## src/rtl/fifo_frame_writer_if.sv

```systemverilog
// Source byte handshake and FIFO write port of the frame writer.
// The master modport is the writer's view; slave is the surrounding logic.
interface fifo_frame_writer_if;
    logic [7:0] src_data;
    logic       src_valid;
    logic       src_last;
    logic       src_ready;
    logic       fifo_full;
    logic [7:0] fifo_data;
    logic       fifo_we;

    modport master (
        input  src_data, src_valid, src_last, fifo_full,
        output src_ready, fifo_data, fifo_we
    );

    modport slave (
        output src_data, src_valid, src_last, fifo_full,
        input  src_ready, fifo_data, fifo_we
    );
endinterface

```

## src/rtl/fifo_frame_writer.sv

```systemverilog
// Frames a source byte stream into the async FIFO: payload, length byte, XOR checksum byte.
// Writes are combinational from the current state; only state and accumulators are registered.
module fifo_frame_writer #(
    parameter int MAX_LEN = 64,
    parameter int CNT_W   = 16
) (
    input  logic                 clk_write,
    input  logic                 rst,
    input  logic                 enable,
    fifo_frame_writer_if.master  bus,
    output logic [CNT_W-1:0]     frame_count,
    output logic                 trunc_err
);
    typedef enum logic [1:0] {
        S_PAYLOAD = 2'd0,
        S_LEN     = 2'd1,
        S_CSUM    = 2'd2
    } state_t;

    localparam logic [7:0] MAX_LEN_B = 8'(MAX_LEN);

    state_t           state_q;
    logic [7:0]       len_q;
    logic [7:0]       csum_q;
    logic [CNT_W-1:0] frame_count_q;
    logic             trunc_q;

    logic             src_ready_c;
    logic             fifo_we_c;
    logic [7:0]       fifo_data_c;
    logic [7:0]       len_inc;

    assign len_inc = len_q + 8'd1;

    // Outputs are forced low while reset is held so nothing leaks into the FIFO.
    always_comb begin
        src_ready_c = 1'b0;
        fifo_we_c   = 1'b0;
        fifo_data_c = 8'd0;
        if (rst) begin
            case (state_q)
                S_PAYLOAD: begin
                    src_ready_c = enable & ~bus.fifo_full;
                    fifo_data_c = bus.src_data;
                    fifo_we_c   = bus.src_valid & enable & ~bus.fifo_full;
                end
                S_LEN: begin
                    fifo_data_c = len_q;
                    fifo_we_c   = ~bus.fifo_full;
                end
                S_CSUM: begin
                    fifo_data_c = csum_q;
                    fifo_we_c   = ~bus.fifo_full;
                end
                default: begin
                    fifo_we_c = 1'b0;
                end
            endcase
        end
    end

    always_ff @(posedge clk_write or negedge rst) begin
        if (!rst) begin
            state_q       <= S_PAYLOAD;
            len_q         <= 8'd0;
            csum_q        <= 8'd0;
            frame_count_q <= '0;
            trunc_q       <= 1'b0;
        end else begin
            case (state_q)
                S_PAYLOAD: begin
                    if (fifo_we_c) begin
                        len_q  <= len_inc;
                        csum_q <= csum_q ^ bus.src_data;
                        // An explicit last byte wins over the length limit, so no truncation flag then.
                        if (bus.src_last || (len_inc == MAX_LEN_B)) begin
                            state_q <= S_LEN;
                            if (!bus.src_last) begin
                                trunc_q <= 1'b1;
                            end
                        end
                    end
                end
                S_LEN: begin
                    if (fifo_we_c) begin
                        csum_q  <= csum_q ^ len_q;
                        state_q <= S_CSUM;
                    end
                end
                S_CSUM: begin
                    if (fifo_we_c) begin
                        frame_count_q <= frame_count_q + 1'b1;
                        len_q         <= 8'd0;
                        csum_q        <= 8'd0;
                        state_q       <= S_PAYLOAD;
                    end
                end
                default: begin
                    state_q <= S_PAYLOAD;
                end
            endcase
        end
    end

    assign bus.src_ready = src_ready_c;
    assign bus.fifo_we   = fifo_we_c;
    assign bus.fifo_data = fifo_data_c;
    assign frame_count   = frame_count_q;
    assign trunc_err     = trunc_q;
endmodule

```

## src/flat_wrapper.sv

```systemverilog
// flat-port wrapper written by rule: the top's interface ports become plain ports
module fifo_frame_writer_flat 
#(
    parameter int MAX_LEN = 64,
    parameter int CNT_W   = 16
)
  (clk_write, rst, enable, frame_count, trunc_err, bus_src_data, bus_src_valid, bus_src_last, bus_fifo_full, bus_src_ready, bus_fifo_data, bus_fifo_we);
  fifo_frame_writer_if bus_i ();
  input  logic clk_write;
  input  logic rst;
  input  logic enable;
  output logic [CNT_W-1:0] frame_count;
  output logic trunc_err;
  input wire logic [$bits(bus_i.src_data)-1:0] bus_src_data;
  input wire logic [$bits(bus_i.src_valid)-1:0] bus_src_valid;
  input wire logic [$bits(bus_i.src_last)-1:0] bus_src_last;
  input wire logic [$bits(bus_i.fifo_full)-1:0] bus_fifo_full;
  output wire logic [$bits(bus_i.src_ready)-1:0] bus_src_ready;
  output wire logic [$bits(bus_i.fifo_data)-1:0] bus_fifo_data;
  output wire logic [$bits(bus_i.fifo_we)-1:0] bus_fifo_we;
  assign bus_i.src_data = bus_src_data;
  assign bus_i.src_valid = bus_src_valid;
  assign bus_i.src_last = bus_src_last;
  assign bus_i.fifo_full = bus_fifo_full;
  assign bus_src_ready = bus_i.src_ready;
  assign bus_fifo_data = bus_i.fifo_data;
  assign bus_fifo_we = bus_i.fifo_we;
  fifo_frame_writer #(.MAX_LEN(MAX_LEN), .CNT_W(CNT_W)) u_core (.clk_write(clk_write), .rst(rst), .enable(enable), .bus(bus_i), .frame_count(frame_count), .trunc_err(trunc_err));
endmodule
```

## config.mk

```make
export PLATFORM = sky130hd
export DESIGN_NAME = fifo_frame_writer_flat
export DESIGN_NICKNAME = d
export VERILOG_FILES = /design/src/rtl/fifo_frame_writer_if.sv /design/src/rtl/fifo_frame_writer.sv /design/src/flat_wrapper.sv
export SDC_FILE = /design/constraint.sdc
export NUM_CORES = 1
export LEC_CHECK = 0
export BUFFER_PORTS_ARGS = -buffer_cell sky130_fd_sc_hd__buf_2
export CAP_MARGIN = 10
export CORE_UTILIZATION = 33
export DETAILED_ROUTE_END_ITERATION = 8
export SYNTH_ARGS = -nofsm -noshare
export SYNTH_HDL_FRONTEND = slang
export SYNTH_SLANG_ARGS = --single-unit
```

## constraint.sdc

```tcl
create_clock -name clk_write -period 5.7 [get_ports clk_write]
set_input_delay 1.14 -clock clk_write [delete_from_list [all_inputs] [get_ports clk_write]]
set_output_delay 1.14 -clock clk_write [all_outputs]
set_load 0.01 [all_outputs]
```

==> impl_metrics.csv <==
group,metric,value,unit
floorplanning,fp.dieW,83.7,um
synthesis,ys_ff_latch,35,
worst_setup_path,crit_path_end_kind,"output pin",
synthesis,synth_top_area_share,39.8,%
place,io_buffers,40,
clock_tree,cts_resized,0,
worst_setup_path,critical_path.startpoint,"u_core.state_q[0]",
global_routing,grt_pass1_wl,8270,um
synthesis,syn-mean-instance-area,9.49,um2
sta,slew_violations,0,
synthesis,synth_fp_nets,254,
synthesis,synth_cell_types,46,
drt,routed.top_layer,"met4",
drt,drtAntennaViolNets,0,
sta,slew_headroom,42.6,%
power,p_leak,1.19,nW
worst_setup_path,worstReg2RegEnd,"u_core.frame_count[15]",
floorplanning,die-area,7000,um2
outcome,status,"complete, no violations",
clock_tree,clk_latency,0.30,ns
sta,hold_viol_final,0,
sta,setup_viol,0,
drt,drc,0,
layout,antenna_cells,0,
worst_setup_path,crit_type,"reg -> out",
layout,area_delta_synth_final,14.7,%
synthesis,syn_area,2200,um2
worst_setup_path,critPathCapture,"bus_fifo_we",
worst_setup_path,arrival,2.74,ns
synthesis,synthCells,232,
drt,drtIter0Drc,125,
floorplanning,pin_count,41,
worst_setup_path,slowest_stage,"ha_1",
layout,fin_area,2520,um2
clock_tree,cts.clk_slew.worst_paths,0.08,ns
min_path,hp-class,"reg -> reg",
clock_tree,cts_sinks,35,
worst_setup_path,critPathMaxFanout,23,
worst_setup_path,critical_path_required,4.56,ns
global_routing,overflow,0,
worst_setup_path,cp_cell_sequence,"inv_1, ha_1, a31oi_1, or2_1, inv_6, buf_2",
clock_tree,cts_made_buffers,5,
sta,rsz0062_at_grt,"false",
floorplanning,rows,29,
drt,met3WireLength,145,um
global_routing,grt_max_degree,38,
clock_tree,postCtsSetupBuffers,0,
layout,fin_nets,284,
sta,fin_skew,0.0107,ns
global_routing,grt_usage,14.6,%
place,pre_cts_slack,2.15,ns
synthesis,async_flop_share,100,%
sta,worstMarginPinSlew,0.862,ns
sta,fin_crit,3.88,ns
drt,wire_per_inst,14.6,um
sta,timing.fmax,0.258,GHz
power,peakVddDrop,0.191,mV
synthesis,ys.flop_type,"dfrtp_1",
drt,vias_per_cell,5.27,
place,dp_hpwl,3400,um
place,gp_congestion,0.842,
worst_setup_path,r2r_cells,7,
drt,drtPass1Iterations,5,
clock_tree,tritoncts,"yes",
clock_tree,root_buffer,"clkbuf_8",
drt,wl_met2,2310,um
global_routing,grt_pass1_vias,1641,
sta,fin_ws,1.82,ns
floorplanning,core,6390,um2
sta,min_period_over_period,68.1,%
drt,drt-met1-wl,2430,um
global_routing,antenna_found_initial,0,
worst_setup_path,r2r_slack,2.68,ns
worst_setup_path,cp-start-kind,"register",
clock_tree,cts_hold_buf,0,
synthesis,synth_edf_count,0,
sta,tns,0,ns
synthesis,ys_warn_count,0,
clock_tree,h-tree-depth,2,
drt,dr_total_vias,1791,
floorplanning,die_h,83.7,um
worst_setup_path,r2r-start,"u_core.state_q[0]",
power,powerDensity,516,nW/um2
synthesis,synth_top_cell_by_area,"dfrtp_1",
floorplanning,initial_core_util,34.5,%
run,cap_violations,0,
clock_tree,cts_max_path_buffers,2,
synthesis,ys_seq_area_share,39.8,%
place,postPlaceCellArea,2410,um2
synthesis,synth_area_leaders,"dfrtp_1 40%, xnor2_1 7.2%, mux2i_1 5.0%, ha_1 4.5%, nor2_1 4.3%",
layout,drive_gt1_share,22.8,%
worst_setup_path,critical_path.max_stage_delay,0.73,ns
drt,wl,4950,um
[where the power goes]
group / switching (mW) / total, mW / internal [mW]
Clock: 0.0994 / 0.230 / 0.130
Sequential: 0.113 / 0.435 / 0.321
Combinational: 0.352 / 0.639 / 0.287
[cell usage after synthesis (2+ instances only)]
cell      number
inv_1          7
xnor2_1       18
nand3_1        5
buf_2          3
nand2_1       16
nand2b_1       2
and2_1         3
nand4_1        8
o21ai_0        9
nor2_1        25
a222oi_1       8
nor2b_1        3
a21oi_1        5
o31ai_1        2
dfrtp_1       35
clkbuf_1      11
a31oi_1        2
mux2i_1       11
buf_6          3
xor2_1         6
and3_1         3
nand4b_1       2
nor3_1        15
ha_1           8
[area by class of cell]
type / count / area, um2
fillers: 643 / 3860
multi-input cells: 171 / 1200
flip-flops and latches: 35 / 876
repair buffers: 41 / 208
well taps: 77 / 96.3
clock buffers: 5 / 68.8
clock inverters: 3 / 43.8
inverters: 8 / 35.0
[registers in the layout (all words and copies together) (netlist names)]
register,flops
u_core.csum_q,8
u_core.trunc_err,1
u_core.state_q,2
u_core.frame_count,16
u_core.len_q,8
[placed cells by master, fill, tap and decap left out, types with 5 or more instances in the layout]
master and instances:
dfrtp_1 35, nor3_1 15, a222oi_1 8, o21ai_0 9, nor2_1 25, nand2_1 16, nand3_1 5, a21oi_1 5
ha_1 8, nand4_1 8, mux2i_1 11, inv_1 7, clkbuf_8 5, xor2_1 6, xnor2_1 18, buf_2 40
[critical path, delay by kind of cell, from the launching register on]
kind,cells,cell delay [ns]
buffers and inverters,3,0.41
adders and majority gates,1,0.73
DFF,1,0.43
AOI/OAI and AO/OA,1,0.32
and+or+nand+nor,1,0.56
[kinds of logic (layout without fill, tap and decap cells)]
logic type / after synthesis / in the layout / synth area share (%)
muxes: 12 / 12 / 5.51
adders and majority gates: 8 / 8 / 4.55
xor gates and xnor gates: 24 / 24 / 9.55
buffers and inverters: 26 / 57 / 5.85
AOI/OAI and AO/OA: 33 / 33 / 10.9
DFF: 35 / 35 / 39.8
and+or+nand+nor: 94 / 94 / 23.9
[layer usage]
layer,global-route usage (%),vias up
met5,0,-
met4,5.39,0
met3,2.67,5
met2,22.7,35
met1,20.3,861
li1,-,890
[stage by stage]
step / hold slack (ns) / instances / power [mW] / util [%]
after floorplan: 0.503 / 232 / 0.940 / -
after global placement: 0.454 / 332 / 1.07 / 37.8
after detailed placement: 0.464 / 332 / 1.08 / 37.8
after CTS: 0.480 / 340 / 1.31 / 39.5
after global routing: 0.499 / 340 / 1.41 / 39.5
final: 0.475 / 340 / 1.30 / 39.5
[how the worst min path moves through the flow]
stage / cells past startpoint / slack [ns] / to / start
after floorplan: 2 / 0.50 / u_core.trunc_err / u_core.trunc_err
after global placement: 1 / 0.45 / u_core.frame_count[15] / u_core.frame_count[15]
after detailed placement: 1 / 0.46 / u_core.frame_count[15] / u_core.frame_count[15]
after CTS: 1 / 0.48 / u_core.frame_count[15] / u_core.frame_count[15]
after global routing: 2 / 0.50 / u_core.trunc_err / u_core.trunc_err
final: 1 / 0.47 / u_core.frame_count[15] / u_core.frame_count[15]
No activity file was read; power rests on OpenSTA's default activity.
